<file path="src/rtl/serial_adder.sv">
// serial_adder: bit-serial unsigned adder, LSB first, one bit per clock.
// Operands enter through an in_valid/in_ready handshake and the result
// leaves through an out_valid/out_ready handshake.
// Optional build macro SERIAL_ADDER_CIN_EN adds a carry-in port (cin)
// that is sampled with a/b and used as the initial carry.
module serial_adder #(
  parameter int WIDTH = 8
) (
  input  logic             clk,
  input  logic             rst,
  input  logic             in_valid,
  output logic             in_ready,
  input  logic [WIDTH-1:0] a,
  input  logic [WIDTH-1:0] b,
`ifdef SERIAL_ADDER_CIN_EN
  input  logic             cin,
`endif
  output logic             out_valid,
  input  logic             out_ready,
  output logic [WIDTH-1:0] sum,
  output logic             carry,
  output logic             busy
);

  localparam int CW = (WIDTH > 1) ? $clog2(WIDTH) : 1;
  localparam logic [CW-1:0] LAST_CNT = CW'(WIDTH - 1);

  typedef enum logic [1:0] {
    IDLE = 2'd0,
    RUN  = 2'd1,
    DONE = 2'd2
  } state_e;

  // Full-adder sum bit: two cascaded half adders.
  function automatic logic fa_sum(input logic x, input logic y, input logic c);
    return x ^ y ^ c;
  endfunction

  // Full-adder carry: majority of the three inputs.
  function automatic logic fa_carry(input logic x, input logic y, input logic c);
    return (x & y) | (c & (x ^ y));
  endfunction

  state_e           state_q, state_d;
  logic [WIDTH-1:0] a_sh_q, a_sh_d;
  logic [WIDTH-1:0] b_sh_q, b_sh_d;
  logic [WIDTH-1:0] psum_q, psum_d;
  logic             c_q, c_d;
  logic [CW-1:0]    cnt_q, cnt_d;
  logic [WIDTH-1:0] sum_q, sum_d;
  logic             carry_q, carry_d;
  logic             in_ready_q, out_valid_q, busy_q;
  logic             bit_s, cout_s, cin_init_s;

`ifdef SERIAL_ADDER_CIN_EN
  assign cin_init_s = cin;
`else
  assign cin_init_s = 1'b0;
`endif

  // Sequencing: next state, shift/accumulate datapath and result capture.
  always_comb begin
    state_d = state_q;
    a_sh_d  = a_sh_q;
    b_sh_d  = b_sh_q;
    psum_d  = psum_q;
    c_d     = c_q;
    cnt_d   = cnt_q;
    sum_d   = sum_q;
    carry_d = carry_q;
    bit_s   = fa_sum(a_sh_q[0], b_sh_q[0], c_q);
    cout_s  = fa_carry(a_sh_q[0], b_sh_q[0], c_q);
    case (state_q)
      IDLE: begin
        if (in_valid) begin
          state_d = RUN;
          a_sh_d  = a;
          b_sh_d  = b;
          psum_d  = '0;
          c_d     = cin_init_s;
          cnt_d   = '0;
        end else begin
          state_d = IDLE;
        end
      end
      RUN: begin
        a_sh_d = {1'b0, a_sh_q[WIDTH-1:1]};
        b_sh_d = {1'b0, b_sh_q[WIDTH-1:1]};
        psum_d = {bit_s, psum_q[WIDTH-1:1]};
        c_d    = cout_s;
        if (cnt_q == LAST_CNT) begin
          // Last bit: publish the completed sum and the MSB carry-out.
          state_d = DONE;
          sum_d   = {bit_s, psum_q[WIDTH-1:1]};
          carry_d = cout_s;
          cnt_d   = '0;
        end else begin
          cnt_d = cnt_q + CW'(1);
        end
      end
      DONE: begin
        if (out_ready) begin
          state_d = IDLE;
        end else begin
          state_d = DONE;
        end
      end
      default: begin
        state_d = IDLE;
      end
    endcase
  end

  // State, datapath and registered handshake/status outputs.
  always_ff @(posedge clk or posedge rst) begin
    if (rst) begin
      state_q     <= IDLE;
      a_sh_q      <= '0;
      b_sh_q      <= '0;
      psum_q      <= '0;
      c_q         <= 1'b0;
      cnt_q       <= '0;
      sum_q       <= '0;
      carry_q     <= 1'b0;
      in_ready_q  <= 1'b1;
      out_valid_q <= 1'b0;
      busy_q      <= 1'b0;
    end else begin
      state_q     <= state_d;
      a_sh_q      <= a_sh_d;
      b_sh_q      <= b_sh_d;
      psum_q      <= psum_d;
      c_q         <= c_d;
      cnt_q       <= cnt_d;
      sum_q       <= sum_d;
      carry_q     <= carry_d;
      in_ready_q  <= (state_d == IDLE);
      out_valid_q <= (state_d == DONE);
      busy_q      <= (state_d != IDLE);
    end
  end

  assign in_ready  = in_ready_q;
  assign out_valid = out_valid_q;
  assign busy      = busy_q;
  assign sum       = sum_q;
  assign carry     = carry_q;

endmodule

</file>
<file path="config.mk">
export PLATFORM = sky130hd
export DESIGN_NAME = serial_adder
export DESIGN_NICKNAME = d
export VERILOG_FILES = /design/src/rtl/serial_adder.sv
export SDC_FILE = /design/constraint.sdc
export NUM_CORES = 1
export LEC_CHECK = 0
export CAP_MARGIN = 10
export CORE_UTILIZATION = 40
export DETAILED_ROUTE_END_ITERATION = 16
export DONT_BUFFER_PORTS = 1
export PLACE_DENSITY_LB_ADDON = 0.1
export SLEW_MARGIN = 20
export SYNTH_ARGS = -nofsm -noshare
export SYNTH_HDL_FRONTEND = slang
export SYNTH_SLANG_ARGS = --single-unit
</file>
<file path="constraint.sdc">
create_clock -name clk -period 2 [get_ports clk]
set_clock_uncertainty 0.2 [all_clocks]
set_input_delay 0.3 -clock clk [delete_from_list [all_inputs] [get_ports clk]]
set_output_delay 0.3 -clock clk [all_outputs]
set_load 0.005 [all_outputs]
</file>
* Yosys cells after proc, flatten, opt, wreduce, memory -nomap -nowiden *
Cells that the tools add are included.
Widths: inputs -> output; s select.

word-level totals
  output and inout bits = 12
  register bits after elaboration = 42
  input bits = 20
  logic and storage cells = 43

cells by class
  muxes and demuxes = 15
  bitwise gates (word level) = 5
  equal/unequal tests = 5
  add/subtract/negate cells = 1
  reduce and logical (&&, ||, !) cells = 6

operators with widths
  kind                 count
  $pmux 8 s2           3
  $mux 8               3
  $mux 3               2
  $pmux 2 s3           1
  $pmux 3 s2           1
  $eq 2x2->1 const B   2
  $logic_not 2->1      2
  $mux 2               2
  $reduce_and 2->1     2
  $reduce_bool 2->1    2
  $add 3x1->3 const B  1
  $eq 3x3->1 const B   1
  $and 1x1->1          2
  $eq 2x1->1 const B   1
  $mux 1               2
  $ne 2x2->1 const B   1
  $pmux 1 s2           1
  $xor 1x1->1          2
  $or 1x1->1           1

* Longest topological paths before layout *
Gate-level depths: netlist of run 1.

  depth after elaboration = 4
  depth in mapped cells = 6
  gate-level depth less buffers = 5

* Worst setup path before layout of run 1 *
Ideal clock, no wire load.

  path type = register to register
  from = register cnt_q[0]
  to = register sum_q[0], in the netlist sum[0]
  clock period less this slack = 1.659 ns
  arrival time = 1.334 ns
  buffers on the path = 1
  slack = 0.341 ns
  library setup time = 0.125 ns
  cell stages (with the launch flop) = 6
  required time = 1.675 ns
  cells stage by stage = dfrtp_1 ha_1 ha_1 nand3b_4 buf_6 mux2_2

between the ends
  word-level cells in the longest chain between the ends = 2

RTL lines
  element                     line  RTL
  from (decl)                 49    logic [CW-1:0] cnt_q, cnt_d;
  from (signal assigned)      134   cnt_q <= cnt_d;
  $eq 3x3->1                  91    if (cnt_q == LAST_CNT) begin
  $reduce_and 2->1 (no line)  n/a
  to (signal assigned)        135   sum_q <= sum_d;
  to (decl)                   50    logic [WIDTH-1:0] sum_q, sum_d;

Every way passes these cells.
A chain may end at the register's enable or synchronous reset.

* Final worst setup path of run 1 *
  from = register cnt_q[0]
  to = register sum_q[6], in the netlist sum[6]

Same word-level chain as after synthesis.

==> results of run 1 <==
## registers in the layout (all words and copies together) (netlist names)
register   count
a_sh_q         8
b_sh_q         8
sum            8
psum_q         7
cnt_q          3
state_q        2
busy           1
c_q            1
carry          1
in_ready       1
out_valid      1
## critical path: cells and delay by family (launching register included)
kind | cells | cell delay [ns]
fa+ha+maj | 2 | 0.45
flops | 1 | 0.40
mux | 1 | 0.35
simple gates | 1 | 0.19
## stage by stage
step / cell area, um^2 / setup slack [ns]
after floorplan: 1810 / 0.341
after global placement: 1860 / 0.349
after detailed placement: 1860 / 0.298
after CTS: 2020 / 0.282
after global routing: 2020 / 0.219
final: 2020 / 0.292
## cell usage in the layout, fill, tap and decap left out
cell,n
or2_2,1
o32ai_1,4
o21ai_2,1
or4b_4,1
nand2b_1,1
inv_1,9
ha_1,2
or2b_1,1
nor4b_1,5
nand3b_4,1
buf_4,7
inv_2,1
o21bai_1,1
nand2_1,7
and2b_1,1
a21oi_1,5
mux2i_1,1
a211oi_1,5
fa_1,1
o31ai_1,1
dfstp_2,1
o22a_1,4
and2_4,2
a22o_1,10
o21ai_0,3
nor2_1,6
dfrtp_1,40
clkbuf_8,7
or3_4,1
mux2_2,7
clkinv_2,1
nor3b_1,9
o22ai_1,5
dlygate4sd3_1,6
## path summary, 6_finish.rpt
| kind | start | to | slack, ns | cells after the start |
|---|---|---|---|---|
| max reg2reg | cnt_q[0]$_DFFE_PP0P_ | sum[6]$_DFFE_PP0P_ | 0.29 | 4 |
| min reg2reg | psum_q[1]$_DFFE_PP0P_ | psum_q[1]$_DFFE_PP0P_ | 0.30 | 1 |
| max in group asynchronous | rst | in_ready$_DFF_PP1_ | 0.85 | 3 |
| max | cnt_q[0]$_DFFE_PP0P_ | sum[6]$_DFFE_PP0P_ | 0.29 | 4 |
| min in group asynchronous | rst | b_sh_q[4]$_DFFE_PP0P_ | 0.38 | 3 |
| min | a[4] | a_sh_q[4]$_DFFE_PP0P_ | 0.01 | 2 |
## area by class of cell
class	instances	area (um^2)	share of cell area
sequential	41	1030	0.509
clock buffer	7	96.3	0.0477
multi-input combinational	86	674	0.334
tap	52	65.1	0.0322
timing repair buffer	13	113	0.0558
inverter	10	37.5	0.0186
clock inverter	1	5.00	0.00248
## power by group through the flow
stage / logic [uW] / registers (uW) / clock network, uW
detailed placement: 1000 / 1470 / 0
global route: 1130 / 1500 / 649
finish: 999 / 1450 / 584
CTS: 1010 / 1450 / 606
global placement: 975 / 1460 / 0
floorplan: 874 / 1370 / 0
## cells by family (layout without fill, tap and decap cells)
logic type | after synthesis | after routing
adders and majority gates | 3 | 3
AOI/OAI and AO/OA | 39 | 39
buffers and inverters | 21 | 31
muxes | 8 | 8
and+or+nand+nor | 36 | 36
DFF | 41 | 41
## metal layers
layer / wire length, um / GRT usage / vias up
met4: 23 / 0.0544 / 0
met2: 1590 / 0.242 / 31
met3: 148 / 0.0581 / 2
li1: - / - / 550
met1: 1500 / 0.190 / 612
met5: 0 / 0 / -
## what timing repair did
item                      in CTS  in global routing
setup buffers                  0                  0
hold endpoints to repair      45                  0
hold buffers                   6                  0
==> results_dict.tcl, run 1 <==
set metrics [dict create \
    cts_sinks 41 \
    gp_congestion 0.700 \
    synthMostInstantiatedCell "dfrtp_1" \
    synth_fa_ha_area_frac 0.0249 \
    grt_use_total 0.153 \
    required_ns 1.97 \
    pwr-share-clk 0.193 \
    leakagePower_uw 0.000908 \
    crit_path_frequent_cell "ha_1" \
    slew-limit-headroom 0.660 \
    synth_top_area_frac 0.553 \
    first_iter_violations 61 \
    grt_pass1_vias 1221 \
    viasPerCell 5.69 \
    min_path_type "in2reg" \
    fmaxAchievable_mhz 585 \
    combPwrFrac 0.330 \
    syn-num-nets 171 \
    drv_slew 0 \
    ios 32 \
    yosysTopAreaCell "dfrtp_1" \
    die_w_um 69.3 \
    antenna_found_initial 0 \
    critPathKind "reg2reg" \
    ys_seq_elements 41 \
    fin_nets 180 \
    yosysSeqAreaShare 0.568 \
    yosysWarnings 0 \
    synth_mux_area_frac 0.0491 \
    p_switching_uw 1000 \
    io_buffers 0 \
    synthSimpleGateAreaFrac 0.138 \
    initial_utilization 0.416 \
    antenna_left 0 \
    cts_resized 0 \
    min_period_ns 1.71 \
    netlist_top_cells_count "dfrtp_1 (40), a22o_1 (10), inv_1 (9), nor3b_1 (9)" \
    syn_area_per_cell_um2 12.2 \
    slowest_stage "dfrtp_1" \
    placed_cells_incl_taps 196 \
    ys.flop_type "dfrtp_1" \
    rsz0062_at_grt "false" \
    worstPathArrival_ns 1.68 \
    ir_drop_mv 0.541 \
    crit_chain "ha_1 -> ha_1 -> nand3b_4 -> mux2_2" \
    tritoncts "built" \
    layout-drive-gt1-share 0.196 \
    cts_root_buf "clkbuf_8" \
    die_area_mm2 0.00480 \
    internal-power_uw 2030 \
    synth_cell_type_count 33 \
    final_util 0.464 \
    setup_viol 0 \
    dpl.hpwl_um 2240 \
    core_area_mm2 0.00435 \
    finalCritPeriodShare 0.854 \
    area_growth_syn_to_layout_pct 11.5 \
    fin_cells 210 \
    synthCells 148 \
    clockBufferDepth 2 \
    critical-path-max-stage-delay_ns 0.40 \
    power_uw 3030 \
    wl_um 3260 \
    status "finished, final reports clean" \
    clock_latency_ns 0.29 \
    fp-row-count 24 \
    syn_area_mm2 0.00181 \
    drv_cap 0 \
    hold_viol_final 0 \
    dieHeight_um 69.3 \
    power.share.sequential 0.477 \
    power.density_mw_per_mm2 1500 \
    synth_top_family_by_area "compound AO/OA/AOI/OAI gates" \
    synth-edff-count 0 \
    grt_max_degree 42 \
    p_sw_frac 0.330 \
    dr.pass1.iters 4 \
    cp-start-kind "register" \
    drc 0 \
    crit_fanout 13 \
    wl_per_cell_um 15.5 \
    tns_ns 0 \
    grt_pass1_wl_um 5670 \
    overflow 0 \
    antenna_cells 0 \
    fill_cells 405 \
    synthArstFlopShare 1.00 \
    via_count 1195 \
    crit_path_end_kind "register" \
    numCtsBuffers 5 \
    clkTransAtPathRegs_ns 0.07 \
    htree_levels 2 \
    synth_compound_area_frac 0.160 \
    hold_slack_ns 0.0118 \
    max_slew.worst_pin.slew_ns 0.510 \
    synth_xor_area_frac 0 \
    ys_top_cells_by_area "dfrtp_1 (55%), a22o_1 (4.8%), mux2_2 (4.4%)" \
]
(Power assumes the default switching activity.)
==> run 2: changes to the inputs <==
- CTS_BUF_LIST: not set -> sky130_fd_sc_hd__clkbuf_8
- clock period: 2 -> 2.1 ns (I/O delays scaled with it)
==> run 2 against run 1 <==
Register-to-register slack gained 0.09 ns. Final area shrank 1.7%. Final cell count shrank 1.9%. Sequential share of layout area grew 0.90 points. Sequential power shrank 6%. Count of clock-buffer cells in the layout is the same. Clock power shrank 4.5%. Combinational power shrank 6.1%. Die area is the same. Critical endpoint is now sum[0]$_DFFE_PP0P_. Largest power group unchanged.
==> results_dict.tcl, run 2 (synthesis results as in run 1) <==
set metrics [dict create \
    status "finished, final reports clean" \
    power.density_mw_per_mm2 1440 \
    via_count 1146 \
    clock_latency_ns 0.29 \
    setup_viol 0 \
    antenna_cells 0 \
    fill_cells 393 \
    antenna_found_initial 0 \
    first_iter_violations 60 \
    min_path_type "in2reg" \
    dp_worst_setup_slack_ns 0.385 \
    io_buffers 0 \
    grt_use_total 0.156 \
    fmaxAchievable_mhz 581 \
    final_common_cell "dfrtp_1" \
    power_uw 2860 \
    fin_nets 176 \
    wl_per_cell_um 16.0 \
    multi_input_area_um2 674 \
    clkTransAtPathRegs_ns 0.07 \
    tns_ns 0 \
    critPathKind "reg2reg" \
    max_slew.worst_pin.slew_ns 0.520 \
    min_period_ns 1.72 \
    crit_path_start "cnt_q[0]$_DFFE_PP0P_" \
    htree_levels 2 \
    ir_drop_mv 0.561 \
    die_area_mm2 0.00480 \
    rsz0062_at_grt "false" \
    dieHeight_um 69.3 \
    viasPerCell 5.56 \
    drc 0 \
    worstPathArrival_ns 1.70 \
    drv_slew 0 \
    hold_viol_final 0 \
    die_w_um 69.3 \
    rr_worst_depth 4 \
    initial_utilization 0.416 \
    rrSetupSlack_ns 0.38 \
    area_growth_syn_to_layout_pct 9.61 \
    finalCritPeriodShare 0.820 \
    required_ns 2.08 \
    wl_um 3290 \
    grt_pass1_wl_um 5880 \
    fp-row-count 24 \
    rr_endpoint "sum[0]$_DFFE_PP0P_" \
    ios 32 \
    crit_path_end_kind "register" \
    numCtsBuffers 5 \
    grt_pass1_vias 1210 \
    dpl.hpwl_um 2170 \
    gp_congestion 0.713 \
    cp-start-kind "register" \
    worstSetupEndpoint "sum[0]$_DFFE_PP0P_" \
    timing.rr.start "cnt_q[0]$_DFFE_PP0P_" \
    dr.pass1.iters 4 \
    final_cell_mix "dfrtp_1 (40), a22o_1 (10), inv_1 (9), nor3b_1 (9)" \
    overflow 0 \
    clockBufferDepth 2 \
    postCtsSetupBuffers 0 \
    core_area_mm2 0.00435 \
    layout-drive-gt1-share 0.188 \
    seq_area_mm2 0.00103 \
    antenna_left 0 \
    leakagePower_uw 0.000891 \
    drv_cap 0 \
    slew-limit-headroom 0.653 \
    cts_sinks 41 \
    grt_max_degree 42 \
    fin_ws_ns 0.379 \
    tritoncts "built" \
    cts_root_buf "clkbuf_8" \
    crit_fanout 13 \
]
-- run 2: repair_timing --
action                                 4_1_cts  5_1_grt
hold buffers                                 4        0
resized for setup                            0        0
endpoints found under the hold margin       43        0
-- run 2: layer usage --
metal / GRT usage / wire length [um] / up-vias
met1: 0.209 / 1570 / 563
met4: 0.0544 / 48 / 0
met3: 0.0509 / 161 / 9
li1: - / - / 545
met5: 0 / 0 / -
met2: 0.239 / 1510 / 29
-- run 2: critical path, cell delays in order (launching register included) --
cell	delay (ns)
dfrtp_1	0.41
ha_1	0.22
ha_1	0.24
nand3b_4	0.19
mux2_2	0.35
-- run 2: stage by stage --
stage,area [um^2],cells,util,hold WS [ns]
floorplan,1810,148,-,0.248
global placement,1840,194,0.423,0.168
detailed placement,1840,194,0.423,0.173
CTS,1980,206,0.455,0.00911
global route,1980,206,0.455,0.0186
finish,1980,206,0.455,0.0164
-- run 2: cell type report --
class                           instances  area share
Inverter                               10      0.0189
Clock inverter                          1     0.00252
Multi-Input combinational cell         86       0.340
Sequential cell                        41       0.518
Clock buffer                            7      0.0486
Timing Repair Buffer                    9      0.0391
Tap cell                               52      0.0328
-- run 2: where the power goes --
part	internal, uW	total [uW]	switching [uW]
Sequential	1140	1370	225
Combinational	476	938	463
Clock	297	558	261
Total	1910	2860	949
-- run 2: how the worst min path moves through the flow --
stage,slack (ns),startpoint,end,cells after the start
final,0.02,a[3],a_sh_q[3]$_DFFE_PP0P_,2
after floorplan,0.25,a[7],a_sh_q[7]$_DFFE_PP0P_,1
after detailed placement,0.17,rst,sum[7]$_DFFE_PP0P_,2
after global placement,0.17,rst,sum[1]$_DFFE_PP0P_,2
after CTS,0.009,a[3],a_sh_q[3]$_DFFE_PP0P_,2
after global routing,0.02,a[4],a_sh_q[4]$_DFFE_PP0P_,2
